<file path="config.mk">
export PLATFORM = sky130hd
export DESIGN_NAME = ifq_fetch_ctrl
export DESIGN_NICKNAME = d
export VERILOG_FILES = /design/src/rtl/ifq_pkg.sv /design/src/rtl/ifq_line_counter.sv /design/src/rtl/ifq_fetch_ctrl.sv
export SDC_FILE = /design/constraint.sdc
export NUM_CORES = 1
export LEC_CHECK = 0
export BUFFER_PORTS_ARGS = -buffer_cell sky130_fd_sc_hd__buf_2
export CAP_MARGIN = 20
export CORE_UTILIZATION = 30
export CTS_CLUSTER_DIAMETER = 50
export DETAILED_ROUTE_END_ITERATION = 6
export PLACE_DENSITY = 0.53
export SLEW_MARGIN = 40
export SYNTH_ARGS = -nofsm -noshare
export SYNTH_HDL_FRONTEND = slang
export SYNTH_SLANG_ARGS = --single-unit
</file>
<file path="constraint.sdc">
create_clock -name clk -period 2.2 [get_ports clk]
set_input_delay 0 -clock clk [delete_from_list [all_inputs] [get_ports clk]]
set_output_delay 0 -clock clk [all_outputs]
set_load 0.01 [all_outputs]
</file>
<file path="src/rtl/ifq_pkg.sv">
// Shared types and helpers for the instruction fetch queue controller.
// Latency: n/a (declarations only).
// Backpressure: n/a (declarations only).
package ifq_pkg;

   typedef enum logic [2:0] {
      ST_RST        = 3'd0,
      ST_FETCH_REQ  = 3'd1,
      ST_STALL      = 3'd2,
      ST_FETCH_WAIT = 3'd3,
      ST_FLUSH      = 3'd4,
      ST_DRAIN      = 3'd5
   } ifq_state_t;

   // Bytes covered by one cache line of 32-bit words.
   function automatic int line_bytes(input int words_per_line);
      return 4 * words_per_line;
   endfunction

   // Width of a word offset inside a line (OFFSET_W).
   function automatic int offset_w(input int words_per_line);
      return $clog2(words_per_line);
   endfunction

   // A line may only be requested when the FIFO can absorb every word of it.
   function automatic logic credit_ok(input int count, input int depth, input int words_per_line);
      return (count <= (depth - words_per_line));
   endfunction

endpackage

</file>
<file path="src/rtl/ifq_line_counter.sv">
// Per-line bookkeeping: returning-word index, words to skip after a redirect, words left to drain.
// Latency: all values update one cycle after their control strobe.
// Backpressure: none; the controller decides when each strobe fires.
module ifq_line_counter
   import ifq_pkg::*;
#(
   parameter int WORDS_PER_LINE = 4,
   parameter int OFFSET_W       = offset_w(WORDS_PER_LINE),
   parameter int CNT_W          = $clog2(WORDS_PER_LINE + 1)
) (
   input  logic                clk_i,
   input  logic                rst_n_i,
   input  logic                inc_i,
   input  logic                clear_i,
   input  logic                load_i,
   input  logic [OFFSET_W-1:0] skip_val_i,
   input  logic                drain_ld_i,
   input  logic [CNT_W-1:0]    drain_val_i,
   input  logic                drain_dec_i,
   output logic [OFFSET_W-1:0] word_idx_o,
   output logic [OFFSET_W-1:0] skip_o,
   output logic [CNT_W-1:0]    drain_o
);

   logic [OFFSET_W-1:0] word_idx_q, word_idx_d;
   logic [OFFSET_W-1:0] skip_q, skip_d;
   logic [CNT_W-1:0]    drain_q, drain_d;

   // Next-state: a redirect restarts the line (index 0, new skip); drain is loaded or counted down separately.
   always_comb begin
      word_idx_d = word_idx_q;
      skip_d     = skip_q;
      drain_d    = drain_q;
      if (load_i) begin
         word_idx_d = '0;
         skip_d     = skip_val_i;
      end else begin
         if (inc_i) begin
            word_idx_d = (word_idx_q == OFFSET_W'(WORDS_PER_LINE - 1)) ? '0 : word_idx_q + OFFSET_W'(1);
         end
         if (clear_i) begin
            skip_d = '0;
         end
      end
      if (drain_ld_i) begin
         drain_d = drain_val_i;
      end else if (drain_dec_i && (drain_q != '0)) begin
         drain_d = drain_q - CNT_W'(1);
      end
   end

   // Counter registers with synchronous active-low reset.
   always_ff @(posedge clk_i) begin
      if (!rst_n_i) begin
         word_idx_q <= '0;
         skip_q     <= '0;
         drain_q    <= '0;
      end else begin
         word_idx_q <= word_idx_d;
         skip_q     <= skip_d;
         drain_q    <= drain_d;
      end
   end

   assign word_idx_o = word_idx_q;
   assign skip_o     = skip_q;
   assign drain_o    = drain_q;

endmodule

</file>
<file path="src/rtl/ifq_fetch_ctrl.sv">
// Sequences I-cache line fetches into the instruction FIFO, with redirect, skip, drain and decode bypass.
// Latency: cache word to bypass/push is 0 cycles; cache_req one cycle after entering FETCH_REQ.
// Backpressure: a line is requested only when the FIFO has room for all its words, otherwise STALL.
module ifq_fetch_ctrl
   import ifq_pkg::*;
#(
   parameter int              WORDS_PER_LINE = 4,
   parameter int              FIFO_DEPTH     = 16,
   parameter int              PC_W           = 32,
   parameter logic [PC_W-1:0] RESET_PC       = '0
) (
   input  logic                               clk,
   input  logic                               reset,
   input  logic                               dout_valid,
   input  logic                               rd_enable,
   input  logic                               branch_valid,
   input  logic [PC_W-1:0]                    branch_target,
   input  logic                               fifo_empty,
   input  logic [$clog2(FIFO_DEPTH+1)-1:0]    fifo_count,
   input  logic                               fifo_full,
   output logic                               flush,
   output logic                               cache_req,
   output logic [PC_W-1:0]                    pc_out,
   output logic                               bypass,
   output logic                               push_fifo,
   output logic                               pop_fifo,
   output logic [$clog2(WORDS_PER_LINE)-1:0]  word_idx
);

   localparam int OFFSET_W     = offset_w(WORDS_PER_LINE);
   localparam int CNT_W        = $clog2(WORDS_PER_LINE + 1);
   localparam int LINE_BYTES_C = line_bytes(WORDS_PER_LINE);
   localparam int LB_W         = $clog2(LINE_BYTES_C);
   localparam logic [PC_W-1:0] LINE_MASK = ~PC_W'(LINE_BYTES_C - 1);

   ifq_state_t          state_q, state_d;
   logic [PC_W-1:0]     pc_q, pc_d;
   logic                flush_q;

   logic [OFFSET_W-1:0] word_idx_q;
   logic [OFFSET_W-1:0] skip_q;
   logic [CNT_W-1:0]    drain_q;
   logic [CNT_W-1:0]    drain_left;
   logic [CNT_W-1:0]    drain_val;

   logic                credit;
   logic                branch_act;
   logic                in_drain;
   logic                drain_dec;
   logic                last_word;
   logic                accept_word;

   assign credit      = credit_ok(int'(fifo_count), FIFO_DEPTH, WORDS_PER_LINE);
   assign branch_act  = branch_valid && (state_q != ST_RST);
   assign in_drain    = (state_q == ST_FLUSH) || (state_q == ST_DRAIN);
   assign drain_dec   = in_drain && dout_valid && (drain_q != '0);
   assign drain_left  = drain_q - CNT_W'(drain_dec);
   assign last_word   = (state_q == ST_FETCH_WAIT) && dout_valid &&
                        (word_idx_q == OFFSET_W'(WORDS_PER_LINE - 1));
   assign accept_word = (state_q == ST_FETCH_WAIT) && dout_valid && (word_idx_q >= skip_q);

   // Words of the current line still in flight, not counting one arriving in this same cycle.
   assign drain_val   = (state_q == ST_FETCH_WAIT) ?
                        CNT_W'(WORDS_PER_LINE) - CNT_W'(word_idx_q) - CNT_W'(dout_valid) : '0;

   ifq_line_counter #(
      .WORDS_PER_LINE (WORDS_PER_LINE),
      .OFFSET_W       (OFFSET_W),
      .CNT_W          (CNT_W)
   ) u_line_counter (
      .clk_i       (clk),
      .rst_n_i     (reset),
      .inc_i       ((state_q == ST_FETCH_WAIT) && dout_valid && !branch_act),
      .clear_i     (last_word && !branch_act),
      .load_i      (branch_act),
      .skip_val_i  (branch_target[LB_W-1:2]),
      .drain_ld_i  (branch_act && !in_drain),
      .drain_val_i (drain_val),
      .drain_dec_i (drain_dec),
      .word_idx_o  (word_idx_q),
      .skip_o      (skip_q),
      .drain_o     (drain_q)
   );

   // State register.
   always_ff @(posedge clk) begin
      if (!reset) begin
         state_q <= ST_RST;
      end else begin
         state_q <= state_d;
      end
   end

   // Next-state decode; a redirect outranks every other transition.
   always_comb begin
      state_d = state_q;
      if (branch_act) begin
         state_d = ST_FLUSH;
      end else begin
         unique case (state_q)
            ST_RST:        state_d = ST_FETCH_REQ;
            ST_FETCH_REQ:  state_d = credit ? ST_FETCH_WAIT : ST_STALL;
            ST_STALL:      state_d = credit ? ST_FETCH_REQ : ST_STALL;
            ST_FETCH_WAIT: state_d = last_word ? ST_FETCH_REQ : ST_FETCH_WAIT;
            ST_FLUSH:      state_d = (drain_left != '0) ? ST_DRAIN : ST_FETCH_REQ;
            ST_DRAIN:      state_d = (drain_left == '0) ? ST_FETCH_REQ : ST_DRAIN;
            default:       state_d = ST_RST;
         endcase
      end
   end

   // Output decode; a redirect cycle never requests, pushes or bypasses.
   always_comb begin
      cache_req = 1'b0;
      bypass    = 1'b0;
      push_fifo = 1'b0;
      pop_fifo  = 1'b0;
      if ((state_q != ST_RST) && (state_q != ST_FLUSH)) begin
         pop_fifo = rd_enable && !fifo_empty;
      end
      if (!branch_act) begin
         if (state_q == ST_FETCH_REQ) begin
            cache_req = credit;
         end
         if (accept_word) begin
            if (rd_enable && fifo_empty) begin
               bypass = 1'b1;
            end else begin
               push_fifo = 1'b1;
            end
         end
      end
   end

   // Fetch address: line-aligned redirect target, or next line after the last word returns.
   always_comb begin
      pc_d = pc_q;
      if (branch_act) begin
         pc_d = branch_target & LINE_MASK;
      end else if (last_word) begin
         pc_d = pc_q + PC_W'(LINE_BYTES_C);
      end
   end

   // Address and flush registers; flush is high for the cycle spent in FLUSH.
   always_ff @(posedge clk) begin
      if (!reset) begin
         pc_q    <= RESET_PC;
         flush_q <= 1'b0;
      end else begin
         pc_q    <= pc_d;
         flush_q <= (state_d == ST_FLUSH);
      end
   end

   assign pc_out   = pc_q;
   assign flush    = flush_q;
   assign word_idx = word_idx_q;

   // A push into a full FIFO would lose an instruction word.
   assert property (@(posedge clk) disable iff (!reset) !(push_fifo && fifo_full));

endmodule

</file>
==> impl_summary.txt, run 1 <==
----------------------------------------------------
[Status]
  Status ... finished, final reports clean

[Global route]
  Global-route wire length before repair ... 12800 µm
  Via count of the first global-routing pass ... 2599
  Total routing usage reported by global routing ... 0.187
  Number of antenna violations at the first check in global routing ... 0
  Remaining Overflow, GRT ... 0
  Maximum number of pins on one net before global-route repair ... 22

[Timing]
  Total count of max-transition violations in the final report ... 0
  RSZ-0062 raised after global routing ... false
  Clock skew after layout ... 0.0129 ns
  Fin crit period ... 2.05 ns
  Count of endpoints failing setup in the final report ... 0
  Final total negative setup slack ... 0 ns
  Portion of the clock cycle consumed by the worst path in the final layout ... 0.931
  Maximum clock frequency ... 488 MHz
  Count of final hold-check violations ... 0
  Hold Slack ... 0.0118 ns

[Drt]
  DR WL met3 ... 413 µm
  Number of search-and-repair iterations in the first detailed-routing pass ... 4
  Top routing layer in use ... met4
  Met2 Wirelength ... 3570 µm
  Routed wirelength normalized by instance count ... 14.6 µm
  Post-detailed-route DRC marker count ... 0
  Vias per std cell ... 5.33
  Overall via count from detail_route ... 2801
  Drt initial violations ... 158
  Routed metal-1 wire length ... 3620 µm
  Detailed Route WL ... 7700 µm
  Count of nets left with antenna violations after detail routing ... 0

[Power]
  Power density over cell area ... 618 mW/mm²
  Pwr Total ... 2080 µW
  Static leakage power ... 0.00141 µW
  Total internal power ... 1410 µW
  Clock network power share ... 0.307
  Sequential share of power ... 0.428
  Switching power share of the total ... 0.319
  Maximum vdd ir drop ... 0.231 mV
  Combinational power share ... 0.265
  Reported net switching power ... 663 µW

[CTS]
  TritonCTS clock tree ... yes
  Number of CTS-inserted buffers ... 5
  Worst-path clk slew ... 0.09 ns
  Worst-Skew Late Latency ... 0.30 ns
  Buffer levels on the longest clock path ... 2
  Post-CTS setup buffer count ... 0
  CTS Root Buffer Type ... sky130_fd_sc_hd__clkbuf_8
  Deepest level of the CTS H-tree ... 2
  Clock net sink count ... 39

[Logic synthesis]
  Synth Flop Type ... sky130_fd_sc_hd__dfxtp_1
  Mapped Cells ... 320
  Warnings from Yosys ... 0
  Avg Cell Area, Syn ... 7.67 µm²
  Post-Syn Area ... 0.00245 mm²
  Number of flops mapped to enable cells by yosys ... 0
  Seq cells post-synth ... 39
  Sequential area share after synthesis ... 0.318
  Proportion of synthesized flip-flops having asynchronous set or reset ... 0
  Post-synth cell types ... 48

[Worst setup path]
  Worst Reg-to-Reg Cells ... 5
  Worst-case register-to-register setup slack ... 0.15 ns
  Required time of the critical path ... 2.40 ns
  R2R Path Start ... pc_out[4]$_SDFFE_PN0P_
  Startpoint types ... flip-flop
  Worst-path fanout max ... 10
  CP arrival ... 2.25 ns
  Worst reg2reg path endpoint ... pc_out[12]$_SDFFE_PN0P_
  Setup CP Type ... reg2reg
  Kind of end point of the critical path ... flip-flop

[Place]
  Hpwl dp ... 5640 µm
  Cell Count Post-Placement ... 500
  Port buffer count ... 75
  Placer congestion estimate ... 0.791

[Finish]
  Count of nets after finishing ... 476
  Layout area overhead ... 36.9%
  Fraction of final layout cells sized beyond drive strength 1 ... 0.267
  Most common library cell in the layout ignoring fill and taps ... sky130_fd_sc_hd__buf_2
  Highest-count cells in the layout ignoring fill and taps ... 75 x sky130_fd_sc_hd__buf_2, 39 x sky130_fd_sc_hd__dfxtp_1, 30 x sky130_fd_sc_hd__nand3_1
  Diodes inserted ... 0
  Final non-filler cell total ... 526

[Floorplan]
  Starting density of the core ... 0.314
  Core area ... 0.00781 mm²
  Row cnt ... 32
  Die outline area ... 0.00854 mm²
  Die boundary width ... 92.4 µm
  Ports ... 83
  Die height ... 92.4 µm

[Job]
  Max Cap Violations ... 0

[Min path]
  Endpoint, Worst Hold ... pc_out[25]$_SDFFE_PN0P_
  Launch point of the worst hold path ... branch_target[25]
  Hold Path Cell Cnt ... 3
  Type of the tightest min-delay check ... in2reg

----------------------------------------------------
==> cells in the mapped netlist, drive strengths merged, types with 3 or more instances <==
library cell  number  area [µm²]
nand4             12        75.1
a311oi             6        52.6
nor2              20        75.1
dfxtp             39         781
a211oi             4        30.0
nor3              13        65.1
buf               10        60.1
a21oi             15        75.1
clkbuf            14        52.6
nand2b             6        37.5
or4                9        67.6
o21ai             15        75.1
ha                 9         113
and4               4        35.0
a31oi             10        62.6
o211ai             5        37.5
nand3             30         150
nor4               4        25.0
o31a               3        26.3
and3               8        50.1
nand2             28         105
inv               12        45.0
or3               11        68.8
o31ai              4        30.0
==> how the worst max path moves through the flow <==
stage                                                    from  cells after the start                      end  slack (ns)
finish                                 pc_out[4]$_SDFFE_PN0P_                      5  pc_out[12]$_SDFFE_PN0P_        0.15
global route                           pc_out[4]$_SDFFE_PN0P_                      5  pc_out[12]$_SDFFE_PN0P_       0.003
CTS                                    pc_out[4]$_SDFFE_PN0P_                      5  pc_out[12]$_SDFFE_PN0P_        0.14
detailed placement  u_line_counter.word_idx_o[0]$_SDFFE_PP0P_                      6  pc_out[25]$_SDFFE_PN0P_        0.17
global placement    u_line_counter.word_idx_o[0]$_SDFFE_PP0P_                      6  pc_out[25]$_SDFFE_PN0P_        0.21
floorplan           u_line_counter.word_idx_o[1]$_SDFFE_PP0P_                      6  pc_out[25]$_SDFFE_PN0P_        0.13
==> cells by family after synthesis <==
kind of cell | count (synthesis) | share of synthesized area
DFF | 39 | 0.318
xor gates and xnor gates | 4 | 0.0143
and+or+nand+nor | 157 | 0.354
other | 1 | 0.00153
buffers and inverters | 36 | 0.0643
AOI/OAI and AO/OA | 74 | 0.202
adders and majority gates | 9 | 0.0459
==> sequential cells by signal, indices dropped and copies added, names as in the netlist <==
signal and flops:
u_line_counter.word_idx_o 2, pc_out 28, u_line_counter.drain_o 3, u_line_counter.skip_o 2, state_q 3, flush 1
==> repair_timing <==
action / 4_1_cts / 5_1_grt
hold buffers: 18 / 0
hold endpoints to repair: 18 / 0
gates resized for setup: 0 / 0
==> power by group through the flow <==
stage               logic [µW]  clock network, µW  registers [µW]
finish                     550                638             888
global route               613                694             905
CTS                        554                656             886
detailed placement         528                  0             903
global placement           519                  0             901
floorplan                  285                  0             914
==> cell type report <==
| type | instances | area (µm²) |
|---|---|---|
| Fill cell | 808 | 4450 |
| Sequential cell | 39 | 781 |
| Multi-Input combinational cell | 248 | 1540 |
| Clock inverter | 2 | 35.0 |
| Inverter | 12 | 45.0 |
| Timing Repair Buffer | 117 | 748 |
| Clock buffer | 6 | 82.6 |
| Tap cell | 102 | 128 |
==> layer usage <==
layer	track usage	up-vias
met5	0	-
met4	0.0521	0
li1	-	1407
met2	0.315	89
met3	0.0402	8
met1	0.238	1297
==> critical path, stage by stage, from the launching register on <==
cell	delay, ns
sky130_fd_sc_hd__dfxtp_1	0.42
sky130_fd_sc_hd__ha_1	0.22
sky130_fd_sc_hd__nand4_1	0.12
sky130_fd_sc_hd__or4_1	0.58
sky130_fd_sc_hd__or3_1	0.35
sky130_fd_sc_hd__a311oi_1	0.26
==> through the flow <==
| stage | cell area (µm²) | setup slack (ns) | utilization |
|---|---|---|---|
| final | 3360 | 0.152 | 0.430 |
| after global routing | 3360 | 0.00267 | 0.430 |
| after CTS | 3360 | 0.141 | 0.430 |
| after detailed placement | 3060 | 0.168 | 0.392 |
| after global placement | 3060 | 0.209 | 0.392 |
| after floorplan | 2460 | 0.127 | - |
No activity file was read; power rests on OpenSTA's default activity.
==> inputs of run 2 (changes only) <==
--- a/config.mk
+++ b/config.mk
@@ -5,12 +5,13 @@
 export SDC_FILE = /design/constraint.sdc
 export NUM_CORES = 1
 export LEC_CHECK = 0
+export ABC_AREA = 1
 export BUFFER_PORTS_ARGS = -buffer_cell sky130_fd_sc_hd__buf_2
 export CAP_MARGIN = 20
 export CORE_UTILIZATION = 30
 export CTS_CLUSTER_DIAMETER = 50
 export DETAILED_ROUTE_END_ITERATION = 6
-export PLACE_DENSITY = 0.53
+export PLACE_DENSITY_LB_ADDON = 0.25
 export SLEW_MARGIN = 40
 export SYNTH_ARGS = -nofsm -noshare
 export SYNTH_HDL_FRONTEND = slang
==> impl_summary.txt, run 2 <==
----------------------------------------------------
[Status]
  Status ... finished, violations left
  Failing checks ... DRC

[CTS]
  Deepest level of the CTS H-tree ... 2 (unchanged)
  TritonCTS clock tree ... yes
  Worst-path clk slew ... 0.08 ns (about the same)
  Worst-Skew Late Latency ... 0.29 ns (about the same)
  Buffer levels on the longest clock path ... 2 (unchanged)
  CTS Root Buffer Type ... sky130_fd_sc_hd__clkbuf_8
  Post-CTS setup buffer count ... 0 (unchanged)
  Number of CTS-inserted buffers ... 5 (unchanged)
  Clock net sink count ... 39 (unchanged)

[Worst setup path]
  Startpoint types ... flip-flop
  Buf+Inv Stages, Crit Path ... 2 (+2)
  Kind of cell with the highest combined delay on the critical path ... simple AND/OR/NAND/NOR gates
  Setup CP Type ... reg2reg
  Crit path top cell by count ... sky130_fd_sc_hd__nor2_2
  Critical path cell sequence ... nor2_2, nand2_2, nand2_4, inv_2, nor2_2, buf_4, nor2_1, nor3_1
  Worst-case register-to-register setup slack ... 0.37 ns (+0.22 ns)
  Maximum single-stage delay on the critical path ... 0.41 ns (-0.17 ns)
  Kind of end point of the critical path ... flip-flop
  Critical Path Slowest Stage Cell ... sky130_fd_sc_hd__nor2_2
  CP arrival ... 2.05 ns (-0.20 ns)
  Required time of the critical path ... 2.42 ns (+0.02 ns)
  Worst-path fanout max ... 9 (-1)

[Min path]
  Type of the tightest min-delay check ... in2reg

[Timing]
  Portion of the clock cycle consumed by the worst path in the final layout ... 0.833 (-0.0981)
  Max transition margin ... 0.664
  Crit path setup slack, layout ... 0.368 ns (+0.216 ns)
  Final total negative setup slack ... 0 ns (unchanged)
  Count of endpoints failing setup in the final report ... 0 (unchanged)
  Clock skew after layout ... 0.0118 ns (-0.00116 ns)
  Total count of max-transition violations in the final report ... 0 (unchanged)
  Count of final hold-check violations ... 0 (unchanged)
  RSZ-0062 raised after global routing ... false
  Maximum clock frequency ... 546 MHz (+12%)
  Fin crit period ... 1.83 ns (-0.216 ns)
  Actual slew at the worst max-slew pin ... 0.503 ns

[Logic synthesis]
  Number of flops mapped to enable cells by yosys ... 0 (unchanged)
  Post-Syn Area ... 0.00275 mm² (+12%)
  Sequential area share after synthesis ... 0.284 (-0.0346)
  Library cell occupying the most area in the post-synthesis netlist ... sky130_fd_sc_hd__dfxtp_1
  Leading post-synthesis cells by cell area ... sky130_fd_sc_hd__dfxtp_1 28%, sky130_fd_sc_hd__nand2_1 14%, sky130_fd_sc_hd__nor2_1 9.7%
  Warnings from Yosys ... 0 (unchanged)
  Post-synth cell types ... 40 (-17%)
  Avg Cell Area, Syn ... 6.27 µm² (-18%)
  Top-count cell post-synth ... sky130_fd_sc_hd__nand2_1
  Share of the synthesized area in the top cell type ... 0.284 (-0.0346)
  Seq cells post-synth ... 39 (unchanged)
  Most common library cells after synthesis ... 106 x sky130_fd_sc_hd__nand2_1, 71 x sky130_fd_sc_hd__nor2_1, 44 x sky130_fd_sc_hd__inv_1
  Synth Flop Type ... sky130_fd_sc_hd__dfxtp_1
  Proportion of synthesized flip-flops having asynchronous set or reset ... 0 (unchanged)
  Mapped Cells ... 439 (+37%)

[Drt]
  Detailed Route WL ... 8220 µm (+6.7%)
  Drt initial violations ... 153 (-3.2%)
  Post-detailed-route DRC marker count ... 16 (+16)
  Overall via count from detail_route ... 3053 (+9.0%)
  Count of nets left with antenna violations after detail routing ... 0 (unchanged)
  Number of search-and-repair iterations in the first detailed-routing pass ... 7 (+3)
  Routed wirelength normalized by instance count ... 13.0 µm (-11%)
  Routed metal-1 wire length ... 3800 µm (+5.0%)
  Vias per std cell ... 4.83 (-9.3%)
  Top routing layer in use ... met4
  Met2 Wirelength ... 3810 µm (+6.9%)
  DR WL met3 ... 524 µm (+27%)

[Place]
  Hpwl dp ... 6270 µm (+11%)
  Placement-stage worst setup slack ... 0.400 ns (+0.232 ns)
  Port buffer count ... 75 (unchanged)
  Placer congestion estimate ... 0.876 (+11%)

[Floorplan]
  Die outline area ... 0.00956 mm² (+12%)
  Die height ... 97.8 µm (+5.8%)
  Core area ... 0.00881 mm² (+13%)
  Row cnt ... 34 (+6.3%)
  Ports ... 83 (unchanged)
  Starting density of the core ... 0.313 (-0.00167)
  Die boundary width ... 97.8 µm (+5.8%)

[Finish]
  Fraction of final layout cells sized beyond drive strength 1 ... 0.210 (-0.0566)
  Reg area ... 781 µm² (unchanged)
  Layout area overhead ... 22.5%
  Multi-input gate area ... 0.00168 mm² (+9.1%)
  Most common library cell in the layout ignoring fill and taps ... sky130_fd_sc_hd__nand2_1
  Count of nets after finishing ... 576 (+21%)
  Highest-count cells in the layout ignoring fill and taps ... 106 x sky130_fd_sc_hd__nand2_1, 75 x sky130_fd_sc_hd__buf_2, 71 x sky130_fd_sc_hd__nor2_1
  Diodes inserted ... 0 (unchanged)
  Max FFs per register ... 28 (unchanged)
  # fillers ... 1006 (+25%)

[Global route]
  Global-route wire length before repair ... 13600 µm (+6.8%)
  Number of antenna violations at the first check in global routing ... 0 (unchanged)
  Total routing usage reported by global routing ... 0.178 (-0.00832)
  Maximum number of pins on one net before global-route repair ... 32 (+45%)
  Via count of the first global-routing pass ... 2846 (+9.5%)
  Remaining Overflow, GRT ... 0 (unchanged)

[Job]
  Max Cap Violations ... 0 (unchanged)

[Power]
  Static leakage power ... 0.00146 µW (+3.1%)
  Power density over cell area ... 631 mW/mm² (+2.1%)
  Maximum vdd ir drop ... 0.225 mV (-2.4%)

----------------------------------------------------
==> run 2: changes by cell type in the layout (fill, tap and decap cells not counted), sizes merged, moves of 9 or more <==
cell / change
nand3: +11
or4: -9
nor2: +54
nand2: +83
inv: +33
buf: -15
or3: -11
dlygate4sd3: -10
==> run 2: metrics by stage <==
step	instances	total power (µW)	util	cell area, µm²	hold WS [ns]
after global placement	616	1640	0.365	3210	0.261
after floorplan	442	1410	-	2760	0.0503
after CTS	632	2150	0.383	3370	0.00415
after global routing	632	2300	0.383	3370	0.000256
final	632	2130	0.383	3370	0.00651
after detailed placement	616	1650	0.365	3210	0.261
==> run 2: repair_timing <==
item                      CTS  global route
hold endpoints to repair    8             0
hold buffers                8             0
resized for setup           0             0
==> run 2: worst reg2reg max path, cell delays in order, from the launching register on <==
cell                      delay, ns
sky130_fd_sc_hd__dfxtp_1       0.40
sky130_fd_sc_hd__nor2_2        0.20
sky130_fd_sc_hd__nand2_2       0.09
sky130_fd_sc_hd__nand2_4       0.12
sky130_fd_sc_hd__inv_2         0.06
sky130_fd_sc_hd__nor2_2        0.41
sky130_fd_sc_hd__buf_4         0.25
sky130_fd_sc_hd__nor2_1        0.06
sky130_fd_sc_hd__nor3_1        0.16
==> run 2: path summary, 6_finish.rpt <==
path,from,endpoint,cells past startpoint
setup reg to reg,state_q[1]$_SDFF_PN0_,pc_out[8]$_SDFFE_PN0P_,8
setup / recovery,state_q[1]$_SDFF_PN0_,pc_out[8]$_SDFFE_PN0P_,8
hold reg to reg,u_line_counter.skip_o[1]$_SDFFE_PN0P_,u_line_counter.skip_o[1]$_SDFFE_PN0P_,2
hold / removal,branch_target[7],pc_out[7]$_SDFFE_PN0P_,3
==> run 2: report_power, final <==
part           switching (µW)  internal (µW)  leakage [µW]  total [µW]
combinational             438            287       0.00110         725
sequential                115            801      0.000319         916
clock                     263            223     0.0000422         487
==> run 2: metal layers <==
| metal | track usage | vias up |
|---|---|---|
| li1 | - | 1597 |
| met1 | 0.228 | 1358 |
| met2 | 0.308 | 87 |
| met3 | 0.0358 | 11 |
| met4 | 0.0420 | 0 |
| met5 | 0 | - |
==> run 2: final cells by class <==
| class | count | share of cell area |
|---|---|---|
| multi-input combinational | 339 | 0.498 |
| clock buffer | 7 | 0.0226 |
| clock inverter | 1 | 0.00148 |
| sequential | 39 | 0.231 |
| timing repair buffer | 92 | 0.155 |
| tap | 108 | 0.0401 |
| inverter | 46 | 0.0512 |
==> run 2: cells by family (layout without fill, tap and decap cells) <==
family                     Yosys count  in the layout  synth area share
adders and majority gates            9              9            0.0409
and+or+nand+nor                    258            258             0.418
buffers and inverters               64            146             0.110
other                                1              4           0.00136
AOI/OAI and AO/OA                   66             66             0.140
DFF                                 39             39             0.284
xor gates and xnor gates             2              2           0.00636
